## config.mk

```make
export PLATFORM = sky130hd
export DESIGN_NAME = el2_ifu_fetch_buf_aln
export DESIGN_NICKNAME = d
export VERILOG_FILES = /design/src/rtl/el2_ifu_pkg.sv /design/src/rtl/el2_ifu_aln_extract.sv /design/src/rtl/el2_ifu_fetch_buf_aln.sv
export SDC_FILE = /design/constraint.sdc
export NUM_CORES = 1
export LEC_CHECK = 0
export CAP_MARGIN = 20
export CORE_ASPECT_RATIO = 1.75
export CORE_MARGIN = 5
export CORE_UTILIZATION = 40
export CTS_CLUSTER_SIZE = 40
export DETAILED_ROUTE_END_ITERATION = 10
export PLACE_DENSITY_LB_ADDON = 0.25
export SLEW_MARGIN = 30
export SYNTH_ARGS = -nofsm -noshare
export SYNTH_HDL_FRONTEND = slang
export SYNTH_SLANG_ARGS = --single-unit
export TNS_END_PERCENT = 100
```

## constraint.sdc

```tcl
create_clock -name clk -period 13.5 [get_ports clk]
set_clock_uncertainty 0.15 [all_clocks]
set_input_delay 1.35 -clock clk [delete_from_list [all_inputs] [get_ports clk]]
set_output_delay 1.35 -clock clk [all_outputs]
set_load 0.02 [all_outputs]
```

## src/rtl/el2_ifu_pkg.sv

```systemverilog
`default_nettype none
// ============================================================================
//  Module      : el2_ifu_pkg
//  Description : Shared types and helpers for the IFU fetch buffer / aligner.
//  Revision    : 1.0  initial release
// ============================================================================
package el2_ifu_pkg;

    // Fetch-buffer geometry; depth must match the fetch controller's
    // fb_write width so its one-hot occupancy model stays exact.
    localparam int FB_DEPTH = 4;
    localparam int FB_PTR_W = 2;

    // One captured fetch group. hv is always a suffix mask (00, 10 or 11):
    // halfwords are only ever removed from the low end.
    typedef struct packed {
        logic [31:0] data;
        logic [29:0] pc;
        logic [1:0]  hv;
        logic        err;
    } fb_entry_t;

    // One halfword of the aligner's flattened stream.
    typedef struct packed {
        logic [15:0] hw;
        logic [30:0] pc;
        logic        err;
        logic [1:0]  ent;
        logic        v;
    } aln_hw_t;

    // A halfword starts a compressed instruction unless its low bits are 11.
    function automatic logic is_rvc(input logic [1:0] lsb);
        return lsb != 2'b11;
    endfunction

endpackage
`default_nettype wire

```

## src/rtl/el2_ifu_aln_extract.sv

```systemverilog
`default_nettype none
// ============================================================================
//  Module      : el2_ifu_aln_extract
//  Description : Combinational instruction extractor. Flattens a 3-entry
//                window into a halfword stream, forms i0/i1 and reports how
//                many halfwords of each window entry the decoder takes.
//  Revision    : 1.0  initial release
// ============================================================================
module el2_ifu_aln_extract
    import el2_ifu_pkg::*;
(
    input  fb_entry_t [2:0]       i_win,
    input  logic                  i_i0_take,
    input  logic                  i_i1_take,
    input  logic                  i_hold,
    output logic                  o_i0_valid,
    output logic [31:0]           o_i0_instr,
    output logic [30:0]           o_i0_pc,
    output logic                  o_i0_is16,
    output logic                  o_i0_fault,
    output logic                  o_i1_valid,
    output logic [31:0]           o_i1_instr,
    output logic [30:0]           o_i1_pc,
    output logic                  o_i1_is16,
    output logic                  o_i1_fault,
    output logic [2:0][1:0]       o_used
);

    aln_hw_t    w_hw [4];
    aln_hw_t    w_a;
    aln_hw_t    w_b;
    logic [2:0] w_len0;
    logic [2:0] w_len1;
    logic [2:0] w_e0_cnt;
    logic [2:0] w_taken;
    logic       w_take0;
    logic       w_take1;

    // Pack the valid halfwords of the window, in order, into the first four stream slots.
    always_comb begin : p_stream
        logic [2:0] w_pos;
        for (int j = 0; j < 4; j++) begin
            w_hw[j] = '0;
        end
        w_pos = '0;
        for (int k = 0; k < 3; k++) begin
            for (int h = 0; h < 2; h++) begin
                if (i_win[k].hv[h] && (w_pos < 3'd4)) begin
                    w_hw[w_pos[1:0]].hw  = i_win[k].data[16*h +: 16];
                    w_hw[w_pos[1:0]].pc  = {i_win[k].pc, 1'(h)};
                    w_hw[w_pos[1:0]].err = i_win[k].err;
                    w_hw[w_pos[1:0]].ent = 2'(k);
                    w_hw[w_pos[1:0]].v   = 1'b1;
                    w_pos = w_pos + 3'd1;
                end
            end
        end
    end

    // i0 always starts at stream slot 0; a 32-bit opcode needs slot 1 too.
    assign o_i0_is16  = is_rvc(w_hw[0].hw[1:0]);
    assign o_i0_valid = w_hw[0].v & (o_i0_is16 | w_hw[1].v);
    assign o_i0_fault = w_hw[0].err | (~o_i0_is16 & w_hw[1].err);
    assign o_i0_pc    = w_hw[0].pc;
    assign o_i0_instr = o_i0_is16 ? {16'h0000, w_hw[0].hw} : {w_hw[1].hw, w_hw[0].hw};
    assign w_len0     = o_i0_is16 ? 3'd1 : 3'd2;

    // i1 starts right after i0; it is suppressed behind a faulted i0.
    assign w_a        = o_i0_is16 ? w_hw[1] : w_hw[2];
    assign w_b        = o_i0_is16 ? w_hw[2] : w_hw[3];
    assign o_i1_is16  = is_rvc(w_a.hw[1:0]);
    assign o_i1_valid = o_i0_valid & ~o_i0_fault & w_a.v & (o_i1_is16 | w_b.v);
    assign o_i1_fault = w_a.err | (~o_i1_is16 & w_b.err);
    assign o_i1_pc    = w_a.pc;
    assign o_i1_instr = o_i1_is16 ? {16'h0000, w_a.hw} : {w_b.hw, w_a.hw};
    assign w_len1     = o_i1_is16 ? 3'd1 : 3'd2;

    // Takes only count for valid slots and never while the buffer is being cleared.
    assign w_take0  = i_i0_take & o_i0_valid & ~i_hold;
    assign w_take1  = w_take0 & i_i1_take & o_i1_valid;
    assign w_e0_cnt = {2'b00, i_win[0].hv[1]} + {2'b00, i_win[0].hv[0]};

    // A faulted i0 drains the rest of its own entry, whatever its length.
    assign w_taken = (w_take0 ? (o_i0_fault ? w_e0_cnt : w_len0) : 3'd0)
                   + (w_take1 ? w_len1 : 3'd0);

    // Attribute each taken stream slot back to the window entry it came from.
    always_comb begin : p_used
        o_used = '0;
        for (int j = 0; j < 4; j++) begin
            if ((3'(j) < w_taken) && w_hw[j].v) begin
                o_used[w_hw[j].ent] = o_used[w_hw[j].ent] + 2'd1;
            end
        end
    end

endmodule
`default_nettype wire

```

## src/rtl/el2_ifu_fetch_buf_aln.sv

```systemverilog
`default_nettype none
// ============================================================================
//  Module      : el2_ifu_fetch_buf_aln
//  Description : 4-entry fetch buffer with a two-wide RV32IC aligner. Holds
//                storage, pointers, occupancy, consume reporting and the
//                sticky overflow flag.
//  Revision    : 1.0  initial release
// ============================================================================
module el2_ifu_fetch_buf_aln
    import el2_ifu_pkg::fb_entry_t;
#(
    parameter int FB_DEPTH = el2_ifu_pkg::FB_DEPTH,
    parameter int FB_PTR_W = el2_ifu_pkg::FB_PTR_W
)
(
    input  logic        clk,
    input  logic        rst,
    input  logic        ifc_fetch_req_f,
    input  logic [30:0] ifc_fetch_addr_f,
    input  logic        ic_hit_f,
    input  logic [31:0] ic_rd_data_f,
    input  logic        ic_access_fault_f,
    input  logic        exu_flush_final,
    input  logic        dec_i0_take,
    input  logic        dec_i1_take,
    output logic        i0_valid,
    output logic [31:0] i0_instr,
    output logic [30:0] i0_pc,
    output logic        i0_is16,
    output logic        i0_fault,
    output logic        i1_valid,
    output logic [31:0] i1_instr,
    output logic [30:0] i1_pc,
    output logic        i1_is16,
    output logic        i1_fault,
    output logic        fb_consume1,
    output logic        fb_consume2,
    output logic        fb_overflow
);

    localparam int FB_CNT_W = FB_PTR_W + 1;

    fb_entry_t             r_fb [FB_DEPTH];
    logic [FB_PTR_W-1:0]   r_head;
    logic [FB_PTR_W-1:0]   r_tail;
    logic [FB_CNT_W-1:0]   r_count;
    logic                  r_overflow;

    fb_entry_t [2:0]       w_win;
    logic [FB_PTR_W-1:0]   w_idx    [3];
    logic [2:0][1:0]       w_used;
    logic [1:0]            w_cnt    [3];
    logic [1:0]            w_new_hv [3];
    logic [2:0]            w_ret;
    logic [1:0]            w_n;
    logic                  w_wr;
    logic                  w_full;
    logic                  w_drop;
    logic                  w_push;
    fb_entry_t             w_new;

    // Present head, head+1, head+2 to the aligner; slots past the occupancy look empty.
    for (genvar k = 0; k < 3; k++) begin : g_win
        assign w_idx[k]    = r_head + FB_PTR_W'(k);
        assign w_win[k]    = (FB_CNT_W'(k) < r_count) ? r_fb[w_idx[k]] : '0;
        assign w_cnt[k]    = {1'b0, w_win[k].hv[1]} + {1'b0, w_win[k].hv[0]};
        assign w_ret[k]    = (w_cnt[k] != 2'd0) && (w_used[k] == w_cnt[k]);
        assign w_new_hv[k] = (w_used[k] == 2'd0)     ? w_win[k].hv :
                             (w_used[k] == w_cnt[k]) ? 2'b00       : 2'b10;
    end

    el2_ifu_aln_extract u_extract (
        .i_win      (w_win),
        .i_i0_take  (dec_i0_take),
        .i_i1_take  (dec_i1_take),
        .i_hold     (exu_flush_final | rst),
        .o_i0_valid (i0_valid),
        .o_i0_instr (i0_instr),
        .o_i0_pc    (i0_pc),
        .o_i0_is16  (i0_is16),
        .o_i0_fault (i0_fault),
        .o_i1_valid (i1_valid),
        .o_i1_instr (i1_instr),
        .o_i1_pc    (i1_pc),
        .o_i1_is16  (i1_is16),
        .o_i1_fault (i1_fault),
        .o_used     (w_used)
    );

    // Emptied entries always form a prefix of the window, so the retire count is a prefix length.
    assign w_n = {1'b0, w_ret[0]}
               + {1'b0, w_ret[0] & w_ret[1]}
               + {1'b0, w_ret[0] & w_ret[1] & w_ret[2]};

    assign fb_consume1 = (w_n == 2'd1);
    assign fb_consume2 = (w_n == 2'd2);
    assign fb_overflow = r_overflow;

    // Occupancy before this cycle's consume decides fullness; a same-cycle retire frees the tail slot.
    assign w_wr   = ifc_fetch_req_f & ic_hit_f & ~exu_flush_final;
    assign w_full = (r_count == FB_CNT_W'(FB_DEPTH));
    assign w_drop = w_wr & w_full & (w_n == 2'd0);
    assign w_push = w_wr & ~w_drop;

    assign w_new.data = ic_rd_data_f;
    assign w_new.pc   = ifc_fetch_addr_f[30:1];
    assign w_new.hv   = ifc_fetch_addr_f[0] ? 2'b10 : 2'b11;
    assign w_new.err  = ic_access_fault_f;

    // Buffer state: reset/flush clear occupancy; otherwise apply consume, then write at the tail.
    always_ff @(posedge clk) begin
        if (rst) begin
            for (int i = 0; i < FB_DEPTH; i++) begin
                r_fb[i].hv <= 2'b00;
            end
            r_head     <= '0;
            r_tail     <= '0;
            r_count    <= '0;
            r_overflow <= 1'b0;
        end else if (exu_flush_final) begin
            for (int i = 0; i < FB_DEPTH; i++) begin
                r_fb[i].hv <= 2'b00;
            end
            r_head  <= '0;
            r_tail  <= '0;
            r_count <= '0;
        end else begin
            for (int k = 0; k < 3; k++) begin
                if (w_used[k] != 2'd0) begin
                    r_fb[w_idx[k]].hv <= w_new_hv[k];
                end
            end
            if (w_push) begin
                r_fb[r_tail] <= w_new;
            end
            r_head  <= r_head + FB_PTR_W'(w_n);
            r_tail  <= r_tail + FB_PTR_W'(w_push);
            r_count <= r_count + FB_CNT_W'(w_push) - FB_CNT_W'(w_n);
            if (w_drop) begin
                r_overflow <= 1'b1;
            end
        end
    end

endmodule
`default_nettype wire

```

* After elaboration in Yosys (flattened, before gate mapping) *
Memories as Yosys holds them, arrays and structs flattened. A register that Yosys moved wholly into a read port is not among the register bits.
Cells that the tools add are included.

operators by class
  add/sub/neg operators = 21
  $lt $le $gt $ge = 30
  equality and inequality tests = 8
  mux-type cells = 166
  bitwise logic cells = 38
  reduce and logical (&&, ||, !) cells = 37

operators with widths
  cell                                                         count
  bitwise mux 204 bit                                          25
  demux 51 bit (select 2 bit)                                  25
  2-to-1 mux 204 bit                                           5
  2-to-1 mux 65 bit                                            7
  2-to-1 mux 51 bit                                            8
  OR reduction 65 bit                                          4
  2-to-1 mux 35 bit                                            5
  2-to-1 mux 32 bit                                            2
  2-to-1 mux 2 bit                                             29
  2-to-1 mux 3 bit                                             12
  2-to-1 mux 1 bit                                             28
  2-to-1 mux 6 bit                                             4
  logical AND 1 bit                                            21
  2-to-1 mux 4 bit                                             5
  bitwise mux 6 bit                                            3
  bitwise AND 1 bit                                            17
  binary-select mux 2 bit (select 2 bit)                       4
  demux 2 bit (select 2 bit)                                   4
  greater-or-equal comparator 3 bit (second input constant)    5
  less-than comparator 3 x 1 -> 1 bit (second input constant)  5
  less-than comparator 1 x 3 -> 1 bit (first input constant)   4
  less-than comparator 2 x 3 -> 1 bit (second input constant)  4
  less-than comparator 3 bit (second input constant)           4
  NOT 2 -> 3 bit                                               4
  other kinds (26)                                             66

storage, ports and cells
  register bits = 8
  memory bits (writable) = 260
  bits of input ports = 71
  output and inout bits = 135
  memories kept = 1

memories
  memory  words  width  rd ports  clocked after Yosys merged registers in  write ports  RTL line                     text
  r_fb    4      65     3         1                                        4            el2_ifu_fetch_buf_aln.sv:43  fb_entry_t r_fb [FB_DEPTH];

* Longest topological paths before layout *
Gate-level depths: netlist of the first run.

  depth in word-level cells = 82
  depth in mapped cells = 54
  gate-level depth less buffers = 47

* By module *
From an unflattened synthesis of the first run, not the netlist that was laid out.

unflattened totals
  cells, all modules = 1984
  area total of the unflattened synthesis = 20767.4 um^2

by module, submodules not included
  module                 times used  cells an instance  area each (um^2)  sequential area each (um^2)
  el2_ifu_fetch_buf_aln  1           874                14787.9           7927.6
  el2_ifu_aln_extract    1           1110               5979.5            0.0

* Least setup slack after synthesis of the first run *
No wires, ideal clock.

  path type = flip-flop to output port
  start point = reg r_head[0]
  end point = out fb_consume2
  arrival time = 11.120 ns
  data required time = 12.000 ns
  slack = 0.880 ns
  cell stages (with the launch flop) = 43
  cell sequence = dfxtp_1 > buf_4 > buf_2 > clkbuf_1 > buf_1 > clkbuf_1 > clkbuf_1 > buf_1 > inv_1 > ha_1 > buf_6 > mux2i_1 > o22ai_4 > inv_2 > o21ai_0 > ha_1 > inv_1 > ha_1 > [... 7 more ...] > o221ai_1 > a311oi_1 > o221a_2 > and4_1 > ha_1 > inv_1 > fa_1 > nand2_1 > nor2_1 > or4_1 > buf_2 > maj3_1 > o221ai_1 > nand2_1 > xnor2_1 > mux2i_1 > o211ai_1 > nor2b_1

on the way
  longest elaborated chain between the ends = 63

ends and longest elaborated chain
  element                                                                                                                RTL line                                                  text
  start, declared                                                                                                        el2_ifu_fetch_buf_aln.sv:44                               logic [FB_PTR_W-1:0] r_head;
  start signal, assigned                                                                                                 el2_ifu_fetch_buf_aln.sv:136                              r_head <= r_head + FB_PTR_W'(w_n);
  adder 2 x 1 -> 2 bit                                                                                                   el2_ifu_fetch_buf_aln.sv:64                               assign w_idx[k] = r_head + FB_PTR_W'(k);
  memory (4 x 65 bit) (*)                                                                                                n/a
  2-to-1 mux 65 bit                                                                                                      el2_ifu_fetch_buf_aln.sv:65                               assign w_win[k] = (FB_CNT_W'(k) < r_count) ? r_fb[w_idx[k]] : '0;
  logical AND 1 bit                                                                                                      el2_ifu_aln_extract.sv:48                                 if (i_win[k].hv[h] && (w_pos < 3'd4)) begin
  2-to-1 mux 3 bit                                                                                                       el2_ifu_aln_extract.sv:48
  NOT 2 -> 3 bit (not written as such)                                                                                   n/a
  greater-or-equal comparator 3 bit (not written as such) / less-than comparator 3 x 1 -> 1 bit (equally long branches)  el2_ifu_aln_extract.sv:49, el2_ifu_aln_extract.sv:51
  logical AND 1 bit (not written as such)                                                                                el2_ifu_aln_extract.sv:49, el2_ifu_aln_extract.sv:51
  [... 24 more ...]                                                                                                      n/a
  net i0_fault                                                                                                           el2_ifu_fetch_buf_aln.sv:30                               output logic i0_fault,
  [... 4 more ...]                                                                                                       n/a
  net i1_valid                                                                                                           el2_ifu_fetch_buf_aln.sv:31                               output logic i1_valid,
  [... 19 more ...]                                                                                                      n/a
  bitwise mux 6 bit                                                                                                      el2_ifu_aln_extract.sv:92                                 o_used[w_hw[j].ent] = o_used[w_hw[j].ent] + 2'd1;
  2-to-1 mux 6 bit (*)                                                                                                   el2_ifu_aln_extract.sv:91                                 if ((3'(j) < w_taken) && w_hw[j].v) begin
  == test 2 bit                                                                                                          el2_ifu_fetch_buf_aln.sv:67                               assign w_ret[k] = (w_cnt[k] != 2'd0) && (w_used[k] == w_cnt[k]);
  logical AND 1 bit                                                                                                      el2_ifu_fetch_buf_aln.sv:67
  bitwise AND 1 bit                                                                                                      el2_ifu_fetch_buf_aln.sv:92, el2_ifu_fetch_buf_aln.sv:93
  adder 1 x 1 -> 2 bit / bitwise AND 1 bit (equally long branches)                                                       el2_ifu_fetch_buf_aln.sv:92, el2_ifu_fetch_buf_aln.sv:93
  adder 2 x 1 -> 2 bit (*)                                                                                               el2_ifu_fetch_buf_aln.sv:93                               + {1'b0, w_ret[0] & w_ret[1] & w_ret[2]};
  == test 2 bit (*)                                                                                                      el2_ifu_fetch_buf_aln.sv:96                               assign fb_consume2 = (w_n == 2'd2);
  end, declared                                                                                                          el2_ifu_fetch_buf_aln.sv:37                               output logic fb_consume2,

Mark *: on every way through the listed nets, which the timed path passes. The rest lies on a longest branch. The select of a mux whose other input is x is not followed.

* Worst setup path after layout of the first run *
  start point = reg r_head[0]
  end point = out fb_consume2

on the way
  longest elaborated chain between the ends = 63

ends and longest elaborated chain
  element                                                                                                                RTL line
  adder 2 x 1 -> 2 bit                                                                                                   el2_ifu_fetch_buf_aln.sv:64
  memory (4 x 65 bit) (*)                                                                                                n/a
  2-to-1 mux 65 bit                                                                                                      el2_ifu_fetch_buf_aln.sv:65
  logical AND 1 bit                                                                                                      el2_ifu_aln_extract.sv:48
  2-to-1 mux 3 bit                                                                                                       el2_ifu_aln_extract.sv:48
  NOT 2 -> 3 bit (not written as such)                                                                                   n/a
  greater-or-equal comparator 3 bit (not written as such) / less-than comparator 3 x 1 -> 1 bit (equally long branches)  n/a
  logical AND 1 bit (not written as such)                                                                                n/a
  [... 47 more ...]                                                                                                      n/a
  bitwise mux 6 bit                                                                                                      el2_ifu_aln_extract.sv:92
  2-to-1 mux 6 bit                                                                                                       el2_ifu_aln_extract.sv:91
  == test 2 bit                                                                                                          el2_ifu_fetch_buf_aln.sv:67
  logical AND 1 bit                                                                                                      el2_ifu_fetch_buf_aln.sv:67
  bitwise AND 1 bit                                                                                                      el2_ifu_fetch_buf_aln.sv:92, el2_ifu_fetch_buf_aln.sv:93
  adder 1 x 1 -> 2 bit / bitwise AND 1 bit (equally long branches)                                                       el2_ifu_fetch_buf_aln.sv:92, el2_ifu_fetch_buf_aln.sv:93
  adder 2 x 1 -> 2 bit (*)                                                                                               el2_ifu_fetch_buf_aln.sv:93
  == test 2 bit (*)                                                                                                      el2_ifu_fetch_buf_aln.sv:96

Every way passes the cells marked *; elsewhere a longest branch is shown, timed or not. The select of a mux whose other input is x is not followed.

==> flow_metrics.py, run 1 <==
metrics = {
    "timing": {
        "maxSlewViolCount": 0,
        "worst_slack_ns": 0.5033,
        "finalSetupViolations": 0,
        "max_freq_ghz": 0.07694,
        "finalHoldViolations": 0,
        "finalSetupTns_ns": 0,
        "slew_headroom_pct": 36.24,
        "post-route-period-util_pct": 96.27,
        "rsz0062_at_grt": "false",
        "tightest_slew_ns": 0.9565,
        "min_period_ns": 13.00,
    },
    "hold_path": {
        "worstHoldStart": "fb_overflow",
        "hp-class": "reg2reg",
        "worst_hold_path.num_cells": 2,
        "min_to": "fb_overflow",
    },
    "routing": {
        "wl_met2_mm": 34.11,
        "drtPass1Iterations": 6,
        "topRoutingLayerUsed": "met5",
        "drt-met1-wl_mm": 26.19,
        "drt_wl_total_mm": 69.19,
        "routedWlPerCell_um": 24.06,
        "vias": 17802,
        "drcViolationCount": 0,
        "drtIter0Drc": 1463,
        "met3WireLength_mm": 5.103,
        "ant_nets": 0,
        "via_per_inst": 6.190,
    },
    "placed_design": {
        "placed_area_um2": 22320,
        "gp_congestion": 0.8826,
        "io_buffer_count": 205,
        "hpwl_mm": 47.81,
        "detailedPlace.worstSlack_ns": 1.057,
    },
    "global_route": {
        "grt_pass1_vias": 17652,
        "track_usage_pct": 24.73,
        "antenna_found_initial": 4,
        "grt_max_degree": 99,
        "grt_pass1_wl_mm": 103.7,
        "grt_overflow": 0,
    },
    "run_status": {
        "outcome": "finished, final reports clean",
    },
    "clocking": {
        "clk_pin_slew_ns": 0.08,
        "ctsHoldBuffers": 0,
        "cts_made_buffers": 25,
        "clk_path_buf_depth": 3,
        "cts.sinks": 268,
        "cts_max_level": 1,
        "cts_root_buffer": "clkbuf_16",
        "cts_resized": 0,
        "cts_tree": "yes",
        "clk_latency_ns": 0.58,
    },
    "pwr": {
        "power.density_nw_per_um2": 75.15,
        "peakVddDrop_v": 0.00009836,
        "p_leak_nw": 6.765,
    },
    "yosys": {
        "synth_area_per_cell_um2": 9.317,
        "synth_seq_cells": 268,
        "yosys_warnings": 0,
        "ys_seq_area_share_pct": 40.33,
        "synth_area_um2": 19660,
        "synthesis.nets": 2213,
        "synth_cells": 2110,
        "synth_cell_type_count": 76,
        "synth_ff_type": "edfxtp_1",
        "synth_edf_count": 256,
        "async_reset_ff_share_pct": 0,
    },
    "finish": {
        "design_area_um2": 23100,
        "nNetsFinal": 2303,
        "syn2layout_area_growth_pct": 17.52,
        "mostFrequentLayoutCell": "nand2_1",
        "final_cell_mix": "nand2_1 (362), edfxtp_1 (256), o21ai_0 (207)",
        "layout-drive-gt1-share_pct": 11.90,
    },
    "setup_path": {
        "critPathLaunchType": "flip-flop",
        "crit_fanout": 22,
        "end_kind": "output pin",
        "slowest_stage": "o21ai_0",
        "r2r_setup_slack_ns": 1.60,
        "r2r_start": "r_head[0]",
        "reg2reg_to": "r_count[2]",
        "crit_arrival_ns": 11.50,
        "ff2ff_path_depth": 43,
        "slowest_delay_ns": 0.69,
        "path_class": "reg2out",
        "required_ns": 12.00,
    },
    "die": {
        "initial_core_util_pct": 40.34,
        "coreArea_um2": 48730,
        "fp-row-count": 107,
        "die_area_um2": 53860,
        "die_h_um": 303.3,
        "boundaryPins": 206,
        "die_w_um": 177.6,
    },
    "run": {
        "drv_cap": 0,
    },
}
[where the power goes]
part,internal [mW],switching [mW],leakage [nW]
clock,0.344,0.320,0.358
combinational,0.0598,0.0931,3.99
sequential,0.915,0.00382,2.41
total,1.32,0.417,6.76
[area by class of cell]
type	instances	area [um^2]
fillers	4628	25630
multi-input cells	1618	10980
flip-flops and latches	268	7935
repair buffers	253	2474
well taps	654	818.3
clock buffers	28	636.9
inverters	34	132.6
clock inverters	18	113.9
diodes	3	7.507
[kinds of logic after synthesis]
family / Yosys count / synth area share [%]
muxes: 243 / 16.97
buffers and inverters: 224 / 4.449
DFF: 268 / 40.33
AOI/OAI and AO/OA: 619 / 19.64
xor gates and xnor gates: 17 / 0.8338
and+or+nand+nor: 706 / 15.62
adders and majority gates: 33 / 2.164
[critical path: cells and delay by family, from the launching register on]
| family | cells | cell delay (ns) |
|---|---|---|
| compound gates | 11 | 3.80 |
| simple gates | 11 | 2.31 |
| fa+ha+maj | 5 | 1.88 |
| buf+inv | 4 | 1.16 |
| mux | 3 | 1.08 |
| flops | 1 | 0.45 |
| xor+xnor | 1 | 0.22 |
[through the flow]
step	utilization, %	cells	hold WS, ns	power, mW
6_report	47.41	2876	0.3383	1.736
3_3_place_gp	45.72	2825	0.3257	1.085
3_5_place_dp	45.81	2826	0.3198	1.088
2_1_floorplan	-	2110	0.3133	1.017
4_1_cts	47.35	2872	0.3433	1.745
5_1_grt	47.40	2875	0.3875	1.787
[synthesized netlist by cell type (3+ instances only)]
cell type / instances / share of area (%)
xor2_1: 3 / 0.13
mux2i_1: 109 / 5.5
o21bai_1: 3 / 0.11
o31a_1: 3 / 0.13
a31oi_1: 5 / 0.16
o22ai_1: 36 / 1.1
nor3_1: 73 / 1.9
o211ai_1: 140 / 5.3
a221o_1: 3 / 0.15
nor2_1: 162 / 3.1
or2_2: 5 / 0.16
o21ai_0: 207 / 5.3
xnor2_1: 12 / 0.53
buf_2: 7 / 0.18
ha_1: 30 / 1.9
nand4b_1: 31 / 1.4
a221oi_1: 15 / 0.67
mux4_2: 64 / 7.3
and2_1: 12 / 0.38
nand3_1: 31 / 0.79
mux2_2: 68 / 3.9
clkbuf_1: 139 / 2.7
buf_1: 40 / 0.76
a211o_1: 4 / 0.18
inv_1: 30 / 0.57
a22oi_1: 17 / 0.65
nand2_1: 364 / 7.0
nor2b_1: 5 / 0.16
edfxtp_1: 256 / 39
or3_1: 5 / 0.16
dfxtp_1: 12 / 1.2
a211oi_1: 21 / 0.80
and3_1: 5 / 0.16
a21oi_1: 130 / 3.3
o221ai_1: 6 / 0.27
[per-layer routing]
metal	track usage [%]	vias up
met1	29.80	8560
met3	3.368	205
met4	12.44	2
met5	0	-
li1	-	8131
met2	43.11	904
[sequential cells by signal (all words and copies together) (netlist names)]
name	count
r_head	2
r_count	3
r_fb	260
r_tail	2
fb_overflow	1
[worst max-delay path by stage]
stage	startpoint	end	slack, ns	depth (start not counted)
2_1_floorplan	r_head[0]	fb_consume2	0.88	42
3_3_place_gp	r_head[1]	fb_consume2	1.37	36
3_5_place_dp	r_head[1]	fb_consume2	1.06	36
4_1_cts	r_head[1]	fb_consume2	0.40	36
5_1_grt	r_head[1]	fb_consume2	0.01	38
6_report	r_head[0]	fb_consume2	0.50	35
[repair_timing]
item | CTS | global route
buffers inserted | 0 | 1
hold endpoints to repair | 0 | 0
endpoints found under the setup margin | 0 | 2
Power figures use the tool's default switching activity.
==> inputs of run 2 (changes only) <==
Settings changed: CORE_UTILIZATION 40 to 30, CTS_BUF_LIST set to sky130_fd_sc_hd__clkbuf_16.
==> flow_metrics.py, run 2 (same netlist as run 1, synthesis figures left out) <==
metrics = {
    "routing": {
        "drcViolationCount": 0,
        "drtIter0Drc": 1857,
        "drt_wl_total_mm": 78.07,
        "via_per_inst": 5.908,
        "routedWlPerCell_um": 25.71,
        "vias": 17944,
        "drtPass1Iterations": 6,
        "ant_nets": 0,
    },
    "clocking": {
        "clk_path_buf_depth": 3,
        "cts_made_buffers": 27,
        "clk_latency_ns": 0.57,
        "cts.sinks": 268,
        "cts_max_level": 1,
        "cts_tree": "yes",
        "clk_pin_slew_ns": 0.06,
        "cts_root_buffer": "clkbuf_16",
    },
    "timing": {
        "post-route-period-util_pct": 94.90,
        "slew_headroom_pct": 34.14,
        "finalSetupTns_ns": 0,
        "finalHoldViolations": 0,
        "finalSetupViolations": 0,
        "rsz0062_at_grt": "false",
        "maxSlewViolCount": 0,
        "timing.hold.ws_ns": 0.3747,
        "tightest_slew_ns": 0.9868,
        "min_period_ns": 12.81,
        "max_freq_ghz": 0.07805,
    },
    "run_status": {
        "outcome": "finished, final reports clean",
    },
    "setup_path": {
        "path_class": "reg2out",
        "end_kind": "output pin",
        "slowest_stage": "o21ai_0",
        "crit_arrival_ns": 11.31,
        "cpMostUsedCell": "nor2_1",
        "critPathLaunchType": "flip-flop",
        "crit_fanout": 33,
        "required_ns": 12.00,
        "slowest_delay_ns": 0.71,
    },
    "global_route": {
        "global_route.usage.met2_pct": 37.55,
        "track_usage_pct": 21.15,
        "grt_pass1_wl_mm": 115.4,
        "antenna_found_initial": 8,
        "use_met3_pct": 2.937,
        "grt_busiest_layer": "met2",
        "grtUsageMet1_pct": 24.90,
        "grt_pass1_vias": 18117,
        "grt_max_degree": 132,
        "grt_overflow": 0,
    },
    "die": {
        "die_area_um2": 70950,
        "initial_core_util_pct": 30.17,
        "fp-row-count": 124,
        "boundaryPins": 206,
        "die_h_um": 348.6,
        "die_w_um": 203.5,
        "coreArea_um2": 65160,
    },
    "pwr": {
        "power.density_nw_per_um2": 78.19,
        "share_comb_of_total_power_pct": 8.6,
        "switching_share_pct": 22.95,
        "peakVddDrop_v": 0.00008727,
        "clockPowerShare_pct": 41.2,
        "power.switching_mw": 0.4202,
        "p_int_mw": 1.411,
        "seq_power_share_pct": 50.2,
        "p_leak_nw": 6.824,
        "finalPower_mw": 1.831,
    },
    "placed_design": {
        "hpwl_mm": 53.87,
        "placed_area_um2": 22500,
        "gp_congestion": 0.9264,
        "io_buffer_count": 205,
    },
    "finish": {
        "layout-drive-gt1-share_pct": 11.66,
        "fin_util_pct": 35.94,
        "top_regs": "r_fb: 260 flops, r_count: 3 flops",
        "fillers": 6553,
        "syn2layout_area_growth_pct": 19.13,
        "largest_register": "r_fb",
        "largest_reg_flops": 260,
        "design_area_um2": 23420,
        "final_cell_mix": "nand2_1 (361), edfxtp_1 (256), o21ai_0 (207)",
        "mostFrequentLayoutCell": "nand2_1",
        "nNetsFinal": 2300,
    },
    "hold_path": {
        "hp-class": "reg2reg",
    },
    "run": {
        "drv_cap": 0,
    },
}
## run 2: changes by cell type in the layout (fill, tap and decap cells not counted), sizes merged
cell	delta
diode	+2
buf	-5
clkbuf	-1
bufinv	+4
clkinvlp	-4
## run 2: power groups by stage
stage | Clock [mW] | Sequential, mW | Combinational, mW
after floorplan | 0 | 0.937 | 0.0809
after global placement | 0 | 0.937 | 0.152
after detailed placement | 0 | 0.937 | 0.155
after CTS | 0.777 | 0.919 | 0.155
after global routing | 0.809 | 0.920 | 0.166
final | 0.755 | 0.920 | 0.157
## run 2: repair_timing
action                                  in CTS  in global routing
endpoints found under the setup margin       0                  2
buffers inserted                             0                  1
resized for setup                            0                  2
hold buffers                                 0                  0
## run 2: critical path, delay by kind of cell (launching register included)
kind / cells / cell delay, ns
AO/OA/AOI/OAI: 9 / 3.30
multiplexers: 3 / 1.06
AND/OR/NAND/NOR: 12 / 2.41
XOR/XNOR: 1 / 0.23
adder cells (fa/ha/maj): 5 / 1.97
flip-flops: 1 / 0.45
buffers and inverters: 4 / 1.31
## run 2: cell type report
cell class	instances	area, um^2	share of cell area [%]
flip-flops and latches	268	7935	33.88
well taps	819	1025	4.375
clock buffers	27	675.6	2.885
diodes	5	12.51	0.05342
clock inverters	18	180.2	0.7693
multi-input cells	1618	11000	46.98
inverters	34	136.4	0.5823
repair buffers	248	2452	10.47
## run 2: through the flow
step                worst slack [ns]  std cells
floorplan                     0.8801       2110
global placement               1.105       2985
detailed placement            0.8653       2985
CTS                           0.2227       3030
global route                 0.01248       3033
finish                        0.6884       3037
## run 2: worst paths after layout
| kind | start | endpoint | slack (ns) | depth (start not counted) |
|---|---|---|---|---|
| worst max-delay path | r_head[0] | fb_consume2 | 0.69 | 34 |
| worst max register to register | r_head[0] | r_count[2] | 1.83 | 42 |
| worst min register to register | r_fb[2][2] | r_fb[2][2] | 0.37 | 1 |
| worst min-delay path | r_fb[2][2] | r_fb[2][2] | 0.37 | 1 |
## run 2: layer usage
| layer | up-vias | wire, um |
|---|---|---|
| li1 | 8120 | - |
| met1 | 8632 | 29310 |
| met2 | 960 | 38720 |
| met3 | 230 | 5694 |
| met4 | 2 | 4331 |
| met5 | - | 13 |
==> inputs of run 3 (changes only) <==
Settings changed: PLACE_DENSITY set to 0.54, PLACE_DENSITY_LB_ADDON 0.25 to unset.
==> flow_metrics.py, run 3 (same netlist as run 1, synthesis figures left out) <==
metrics = {
    "run": {
        "drv_cap": 0,
    },
    "die": {
        "boundaryPins": 206,
        "fp-row-count": 124,
        "coreArea_um2": 65160,
        "initial_core_util_pct": 30.17,
        "die_area_um2": 70950,
        "die_w_um": 203.5,
        "die_h_um": 348.6,
    },
    "finish": {
        "fin_util_pct": 36.15,
        "final_cell_mix": "nand2_1 (361), edfxtp_1 (256), o21ai_0 (206)",
        "layout-drive-gt1-share_pct": 12.29,
        "fillers": 6554,
        "syn2layout_area_growth_pct": 19.81,
        "largest_reg_flops": 260,
        "top_regs": "r_fb: 260 flops, r_count: 3 flops",
        "seqCellArea_um2": 7935,
        "mostFrequentLayoutCell": "nand2_1",
        "nNetsFinal": 2310,
        "largest_register": "r_fb",
        "multi_input_area_um2": 11020,
    },
    "timing": {
        "slew_headroom_pct": 31.44,
        "min_period_ns": 12.76,
        "rsz0062_at_grt": "false",
        "tightest_slew_ns": 1.018,
        "finalSetupViolations": 0,
        "maxSlewViolCount": 0,
        "finalHoldViolations": 0,
        "post-route-period-util_pct": 94.51,
        "max_freq_ghz": 0.07837,
        "finalSetupTns_ns": 0,
    },
    "pwr": {
        "power.density_nw_per_um2": 80.74,
        "p_leak_nw": 6.917,
        "peakVddDrop_v": 0.00009436,
    },
    "clocking": {
        "cts.sinks": 268,
        "clk_path_buf_depth": 3,
        "cts_root_buffer": "clkbuf_16",
        "clk_pin_slew_ns": 0.07,
        "clk_latency_ns": 0.60,
        "cts_made_buffers": 28,
        "cts_max_level": 1,
        "cts_tree": "yes",
        "ctsHoldBuffers": 0,
    },
    "setup_path": {
        "r2r_start": "r_head[0]",
        "required_ns": 12.00,
        "r2r_setup_slack_ns": 1.74,
        "cp-startpoint": "r_head[0]",
        "crit_fanout": 28,
        "path_delay_family": "simple AND/OR/NAND/NOR gates",
        "critPathBufInv": 5,
        "critPathLaunchType": "flip-flop",
        "end_kind": "output pin",
        "path_class": "reg2out",
        "slowest_delay_ns": 0.71,
        "slowest_stage": "dfxtp_4",
        "cpMostUsedCell": "nor2_1",
        "crit_arrival_ns": 11.26,
    },
    "run_status": {
        "outcome": "finished, final reports clean",
    },
    "placed_design": {
        "io_buffer_count": 205,
        "hpwl_mm": 57.81,
        "gp_congestion": 0.9646,
    },
    "global_route": {
        "grt_pass1_vias": 18673,
        "antenna_found_initial": 6,
        "track_usage_pct": 22.62,
        "grt_overflow": 0,
        "grt_max_degree": 79,
        "grt_pass1_wl_mm": 121.1,
    },
    "routing": {
        "vias": 18317,
        "drcViolationCount": 0,
        "ant_nets": 0,
        "drtIter0Drc": 1333,
        "via_per_inst": 6.006,
        "routedWlPerCell_um": 27.40,
        "drtPass1Iterations": 6,
        "drt_wl_total_mm": 83.56,
    },
    "hold_path": {
        "worstHoldStart": "fb_overflow",
        "hp-class": "reg2reg",
    },
}
-- run 3: per-layer routing --
metal	global-route usage, %	part of all wire, %	wire length [um]	vias up
li1	-	-	-	8159
met1	24.47	35	29240	8896
met2	39.48	49	41240	938
met3	3.913	7.1	5894	324
met4	16.60	8.6	7190	0
met5	0	0	0	-
-- run 3: path summary, 6_finish.rpt --
check,cells after the start,endpoint
worst max-delay path,37,fb_consume1
worst min-delay path,2,fb_overflow
worst max register to register,44,r_count[2]
worst min register to register,2,fb_overflow
-- run 3: cell type report --
class,instances,area share (%)
antenna,2,0.02125
clock buffer,28,2.975
clock inverter,24,1.094
inverter,34,0.5843
multi-input combinational,1618,46.79
sequential,268,33.69
tap,819,4.351
timing repair buffer,257,10.50
-- run 3: where the power goes --
group / internal [mW] / switching, mW / total, mW
registers: 0.916 / 0.00524 / 0.921
clock network: 0.475 / 0.345 / 0.820
logic: 0.0603 / 0.100 / 0.160
-- run 3: what timing repair did --
item	CTS	global route
setup endpoints to repair	0	2
resized for setup	0	7
buffers inserted	0	1
-- run 3: through the flow --
| step | power [mW] | instance area (um^2) | std cells | hold slack, ns | worst slack [ns] |
|---|---|---|---|---|---|
| after global placement | 1.094 | 22520 | 2994 | 0.3206 | 0.9709 |
| after CTS | 1.912 | 23480 | 3046 | 0.3602 | 0.1622 |
| final | 1.902 | 23550 | 3050 | 0.3495 | 0.7408 |
| after detailed placement | 1.095 | 22520 | 2994 | 0.3408 | 0.8386 |
| after floorplan | 1.017 | 19660 | 2110 | 0.3133 | 0.8801 |
| after global routing | 1.957 | 23550 | 3050 | 0.4009 | 0.02535 |
-- run 3: worst register-to-register path: cells and delay by family (launching register included) --
| family | cells | cell delay (ns) |
|---|---|---|
| muxes | 2 | 0.77 |
| DFF | 1 | 0.71 |
| and+or+nand+nor | 14 | 2.78 |
| buffers and inverters | 6 | 0.76 |
| AOI/OAI and AO/OA | 9 | 2.22 |
| xor gates and xnor gates | 4 | 1.09 |
| adders and majority gates | 9 | 3.12 |
